--- src/rtl/unsharp_mask_sched.sv ---
// Job-level scheduler for the HLS unsharp-mask core (ap_ctrl_hs): runs N frames with host swap windows between them.
// Define UNSHARP_SCHED_PERF_EN to build the per-frame latency counter driving last_cycles.
module unsharp_mask_sched #(
    parameter int               CNT_W          = 8,
    parameter int               TMO_W          = 24,
    parameter logic [TMO_W-1:0] TIMEOUT_CYCLES = 24'd1000000,
    parameter int               PERF_W         = 32
) (
    input  logic              clk,
    input  logic              rst,
    input  logic              job_valid,
    output logic              job_ready,
    input  logic [CNT_W-1:0]  job_count,
    output logic              busy,
    output logic [CNT_W-1:0]  frame_idx,
    output logic              frame_done,
    output logic              job_done,
    output logic              host_mem_en,
    input  logic              host_mem_ack,
    output logic              err_timeout,
    input  logic              err_clr,
    output logic [PERF_W-1:0] last_cycles,
    output logic              ap_start,
    input  logic              ap_done,
    input  logic              ap_ready,
    input  logic              ap_idle
);

    typedef enum logic [2:0] {
        IDLE,
        WAIT_IDLE,
        START,
        RUN,
        SWAP,
        FIN
    } state_t;

    state_t           state;
    state_t           state_nxt;
    logic [CNT_W-1:0] cnt;
    logic [TMO_W-1:0] wd_cnt;
    logic [TMO_W-1:0] wd_inc;
    logic             active;
    logic             frame_cmpl;
    logic             wd_fire;
    logic             last_frame;

    assign active     = (state == START) || (state == RUN);
    // A core that raises ap_ready and ap_done together finishes the frame while still in START.
    assign frame_cmpl = ((state == START) && ap_ready && ap_done) || ((state == RUN) && ap_done);
    assign wd_inc     = (&wd_cnt) ? wd_cnt : wd_cnt + TMO_W'(1);
    assign wd_fire    = (TIMEOUT_CYCLES != '0) && active && !frame_cmpl && (wd_inc == TIMEOUT_CYCLES);
    assign last_frame = (frame_idx == cnt - CNT_W'(1));

    always_ff @(posedge clk or negedge rst) begin
        if (!rst) begin
            state <= IDLE;
        end else begin
            state <= state_nxt;
        end
    end

    always_comb begin
        state_nxt = state;
        case (state)
            IDLE: begin
                if (job_valid) begin
                    state_nxt = (job_count == '0) ? FIN : WAIT_IDLE;
                end
            end
            WAIT_IDLE: begin
                if (ap_idle) begin
                    state_nxt = START;
                end
            end
            START, RUN: begin
                if (frame_cmpl) begin
                    state_nxt = last_frame ? FIN : SWAP;
                end else if (wd_fire) begin
                    state_nxt = FIN;
                end else if ((state == START) && ap_ready) begin
                    state_nxt = RUN;
                end
            end
            SWAP: begin
                if (host_mem_ack) begin
                    state_nxt = WAIT_IDLE;
                end
            end
            FIN: begin
                state_nxt = IDLE;
            end
            default: begin
                state_nxt = IDLE;
            end
        endcase
    end

    // IDLE-owned outputs are masked by rst so asserting reset forces every output low at once.
    always_comb begin
        job_ready   = 1'b0;
        host_mem_en = 1'b0;
        ap_start    = 1'b0;
        job_done    = 1'b0;
        busy        = 1'b1;
        case (state)
            IDLE: begin
                job_ready   = rst;
                host_mem_en = rst;
                busy        = 1'b0;
            end
            START: begin
                ap_start = 1'b1;
            end
            SWAP: begin
                host_mem_en = 1'b1;
            end
            FIN: begin
                job_done = 1'b1;
            end
            default: begin
            end
        endcase
    end

    always_ff @(posedge clk or negedge rst) begin
        if (!rst) begin
            cnt         <= '0;
            frame_idx   <= '0;
            frame_done  <= 1'b0;
            err_timeout <= 1'b0;
            wd_cnt      <= '0;
        end else begin
            frame_done <= frame_cmpl;
            if ((state == IDLE) && job_valid) begin
                cnt       <= job_count;
                frame_idx <= '0;
            end else if ((state == SWAP) && host_mem_ack) begin
                frame_idx <= frame_idx + CNT_W'(1);
            end
            wd_cnt <= active ? wd_inc : '0;
            if (wd_fire) begin
                err_timeout <= 1'b1;
            end else if (err_clr) begin
                err_timeout <= 1'b0;
            end
        end
    end

`ifdef UNSHARP_SCHED_PERF_EN
    logic [PERF_W-1:0] perf_cnt;
    logic [PERF_W-1:0] perf_inc;

    // perf_inc already includes the current cycle, so the ap_done cycle is counted.
    assign perf_inc = (&perf_cnt) ? perf_cnt : perf_cnt + PERF_W'(1);

    always_ff @(posedge clk or negedge rst) begin
        if (!rst) begin
            perf_cnt    <= '0;
            last_cycles <= '0;
        end else begin
            perf_cnt <= active ? perf_inc : '0;
            if (frame_cmpl) begin
                last_cycles <= perf_inc;
            end
        end
    end
`else
    assign last_cycles = '0;
`endif

endmodule

--- config.mk ---
export PLATFORM = sky130hd
export DESIGN_NAME = unsharp_mask_sched
export DESIGN_NICKNAME = d
export VERILOG_FILES = /design/src/rtl/unsharp_mask_sched.sv
export SDC_FILE = /design/constraint.sdc
export NUM_CORES = 1
export LEC_CHECK = 0
export BUFFER_PORTS_ARGS = -buffer_cell sky130_fd_sc_hd__clkbuf_2
export CAP_MARGIN = 20
export CORE_MARGIN = 3
export CORE_UTILIZATION = 50
export DETAILED_ROUTE_END_ITERATION = 10
export GPL_ROUTABILITY_DRIVEN = 0
export GPL_TIMING_DRIVEN = 0
export PLACE_DENSITY = 0.74
export REMOVE_ABC_BUFFERS = 1
export SLEW_MARGIN = 20
export SYNTH_ARGS = -nofsm -noshare
export SYNTH_HDL_FRONTEND = slang
export SYNTH_SLANG_ARGS = --single-unit
export TNS_END_PERCENT = 1
--- constraint.sdc ---
create_clock -name clk -period 3.8 [get_ports clk]
set_input_delay 0.19 -clock clk [delete_from_list [all_inputs] [get_ports clk]]
set_output_delay 0.19 -clock clk [all_outputs]
set_load 0.005 [all_outputs]
==> flow_summary.yaml <==
run_status:
  status: "completed"
critical_path:
  required_ns: 4.01
  endpoint: "state[1]$_DFFE_PN0P_"
  critical_path.startpoint: "wd_cnt[0]$_DFF_PN0_"
  rrSetupSlack_ns: 0.42
  crit_type: "register to register"
  cp-start-kind: "register"
  rr_endpoint: "state[1]$_DFFE_PN0P_"
  crit_fanout: 10
  regToRegStartpoint: "wd_cnt[0]$_DFF_PN0_"
  reg2regPathDepth: 8
  crit_arrival_ns: 3.59
  cp-end-kind: "register"
grt:
  grt.total_usage_pct: 20.3
  grt-ovfl-total: 0
  grt_start_max_net_pins: 48
  grt_pass1_wl_um: 12200
  grt_pass1_vias: 2528
  antenna_found_initial: 0
synthesis:
  yosys_warnings: 0
  ys_ff_latch: 45
  synth_edf_count: 0
  syn-instance-count: 377
  avgSynthCellArea_um2: 8.44
  synthesis.area_mm2: 0.00318
  synth_cell_type_count: 52
  async_flop_share_pct: 100
  ys.flop_type: "dfrtp_1"
  seq_area_frac_synth_pct: 35.4
drt:
  vias_per_cell: 5.76
  drtIter0Drc: 333
  wl_um: 6960
  drc: 0
  num_vias: 2701
  wl_per_cell_um: 14.8
  antenna_left: 0
  drtPass1Iterations: 6
timing:
  drv_slew: 0
  hold_viol_final: 0
  finalSetupViolCount: 0
  slew_headroom_pct: 35.1
  rsz0062_at_grt: "no"
  fin_tns_setup_ns: 0
  fin_skew_ns: 0.0179
  min_period_ns: 3.38
  tightest_slew_ns: 0.966
  finalCritPeriodShare_pct: 89.0
  fmax_mhz: 296
power:
  vdd_drop_max_uv: 373
  cellLeakagePower_nw: 1.41
  p_per_area_mw_per_mm2: 445
clock_network:
  clkSinkCount: 45
  cts_hold_buffers: 1
  clockBufferDepth: 2
  cts_buffers: 5
  cts-root-buf: "clkbuf_8"
  cts_setup_buffers: 0
  tritoncts: "built"
  path_clk_slew_ns: 0.10
  clock_latency_ns: 0.31
  htreeDepth: 2
  cts_resized: 0
placement:
  io_buffer_count: 30
  hpwl_um: 5140
floorplanning:
  start_util_pct: 52.8
  io_pins: 63
  die_x_um: 85.8
  core_mm2: 0.00603
  die_h_um: 85.8
  die-area_mm2: 0.00736
  rows: 28
finish:
  finish.utilization_pct: 55.4
  area_growth_pct: 4.92
  nets: 412
  diodes: 0
  drive_gt1_share_pct: 13.5
hold_path:
  hold_class: "input port to register"
  worstHoldPathCells: 2
flow_run:
  cap_violations: 0
## critical path: stages (launching register included)
cell and delay [ns]:
dfrtp_1 0.57, ha_1 0.32, nand4_1 0.30, nor4_2 0.88, nand4b_1 0.16, nor2b_1 0.23
nor4b_1 0.35, nand4_1 0.22, a31o_1 0.26
## Yosys cell counts (all sizes together) (2+ instances only)
cell / instances / share of area [%]
mux2i: 5 / 1.6
a31oi: 6 / 1.2
buf: 39 / 8.8
nor4b: 2 / 0.55
nor4: 10 / 2.2
o21ai: 22 / 3.5
mux2: 7 / 2.5
a21oi: 11 / 1.7
xor2: 15 / 4.1
nor3b: 2 / 0.47
a211oi: 4 / 0.94
nand4: 15 / 3.4
and3: 3 / 0.59
or3: 3 / 0.67
xnor2: 17 / 4.7
nor4bb: 3 / 0.94
o211ai: 2 / 0.47
nor2b: 4 / 0.79
nor2: 50 / 5.9
nand4b: 2 / 0.55
inv: 10 / 1.2
nand2: 26 / 3.1
nor3: 10 / 1.6
clkbuf: 14 / 1.7
nand3: 15 / 2.4
dfrtp: 45 / 35
a2111oi: 2 / 0.75
ha: 3 / 1.2
a211o: 2 / 0.55
or4: 4 / 0.94
and4: 5 / 1.4
and2: 5 / 0.98
nand2b: 3 / 0.59
## state kept, by name (all words and copies together) (netlist names)
register	count
state	3
wd_cnt	24
cnt	8
frame_done	1
frame_idx	8
err_timeout	1
## final cells by class
class	instances	area, µm²
inverter	10	37.5
tap	75	93.8
fill	561	2690
multi-input combinational	300	1800
clock inverter	3	47.5
clock buffer	5	68.8
sequential	45	1130
timing repair buffer	31	163
## power by group
part	leakage, nW	internal (mW)	switching (mW)
Combinational	0.745	0.193	0.244
Sequential	0.607	0.549	0.113
Clock	0.0591	0.201	0.185
## worst min path at each step
stage | startpoint | endpoint
2_1_floorplan | rst | cnt[0]$_DFFE_PN0P_
3_3_place_gp | err_clr | err_timeout$_DFFE_PN0P_
3_5_place_dp | rst | wd_cnt[2]$_DFF_PN0_
4_1_cts | err_clr | err_timeout$_DFFE_PN0P_
5_1_grt | err_clr | err_timeout$_DFFE_PN0P_
6_report | err_clr | err_timeout$_DFFE_PN0P_
## stage by stage
step | instance area, µm² | setup WS [ns] | power [mW] | hold slack, ns | cells
2_1_floorplan | 2960 | 1.11 | 0.958 | -0.106 | 355
3_3_place_gp | 3210 | 0.465 | 1.09 | 0.389 | 460
3_5_place_dp | 3210 | 0.492 | 1.10 | 0.284 | 460
4_1_cts | 3340 | 0.477 | 1.49 | 0.0702 | 469
5_1_grt | 3340 | 0.101 | 1.60 | 0.0938 | 469
6_report | 3340 | 0.419 | 1.49 | 0.0729 | 469
## per-layer routing
metal	global-route usage (%)	wire [µm]	vias up
met4	5.18	100	0
met3	3.94	435	17
met5	0	0	-
met1	27.2	3090	1263
li1	-	-	1304
met2	33.8	3330	117
## cells in the final DEF (no fill, tap or decap), types with 9 or more instances in the layout
cell type  instances
nor2_1            49
dfrtp_1           45
conb_1            32
clkbuf_2          29
nand2_1           26
o21ai_0           21
xnor2_1           17
nand3_1           15
xor2_1            15
nand4_1           14
a21oi_1           11
nor3_1            10
inv_1             10
nor4_1             9
## logic make-up (layout without fill, tap and decap cells)
kind of cell / after synthesis / in the layout / share of synthesized area (%)
AO/OA/AOI/OAI: 56 / 56 / 11.1
AND/OR/NAND/NOR: 165 / 165 / 27.6
XOR/XNOR: 32 / 32 / 8.81
other: 1 / 32 / 0.118
multiplexers: 12 / 12 / 4.05
flip-flops: 45 / 45 / 35.4
buffers and inverters: 63 / 49 / 11.7
adder cells (fa/ha/maj): 3 / 3 / 1.18
Power figures use the tool's default switching activity.
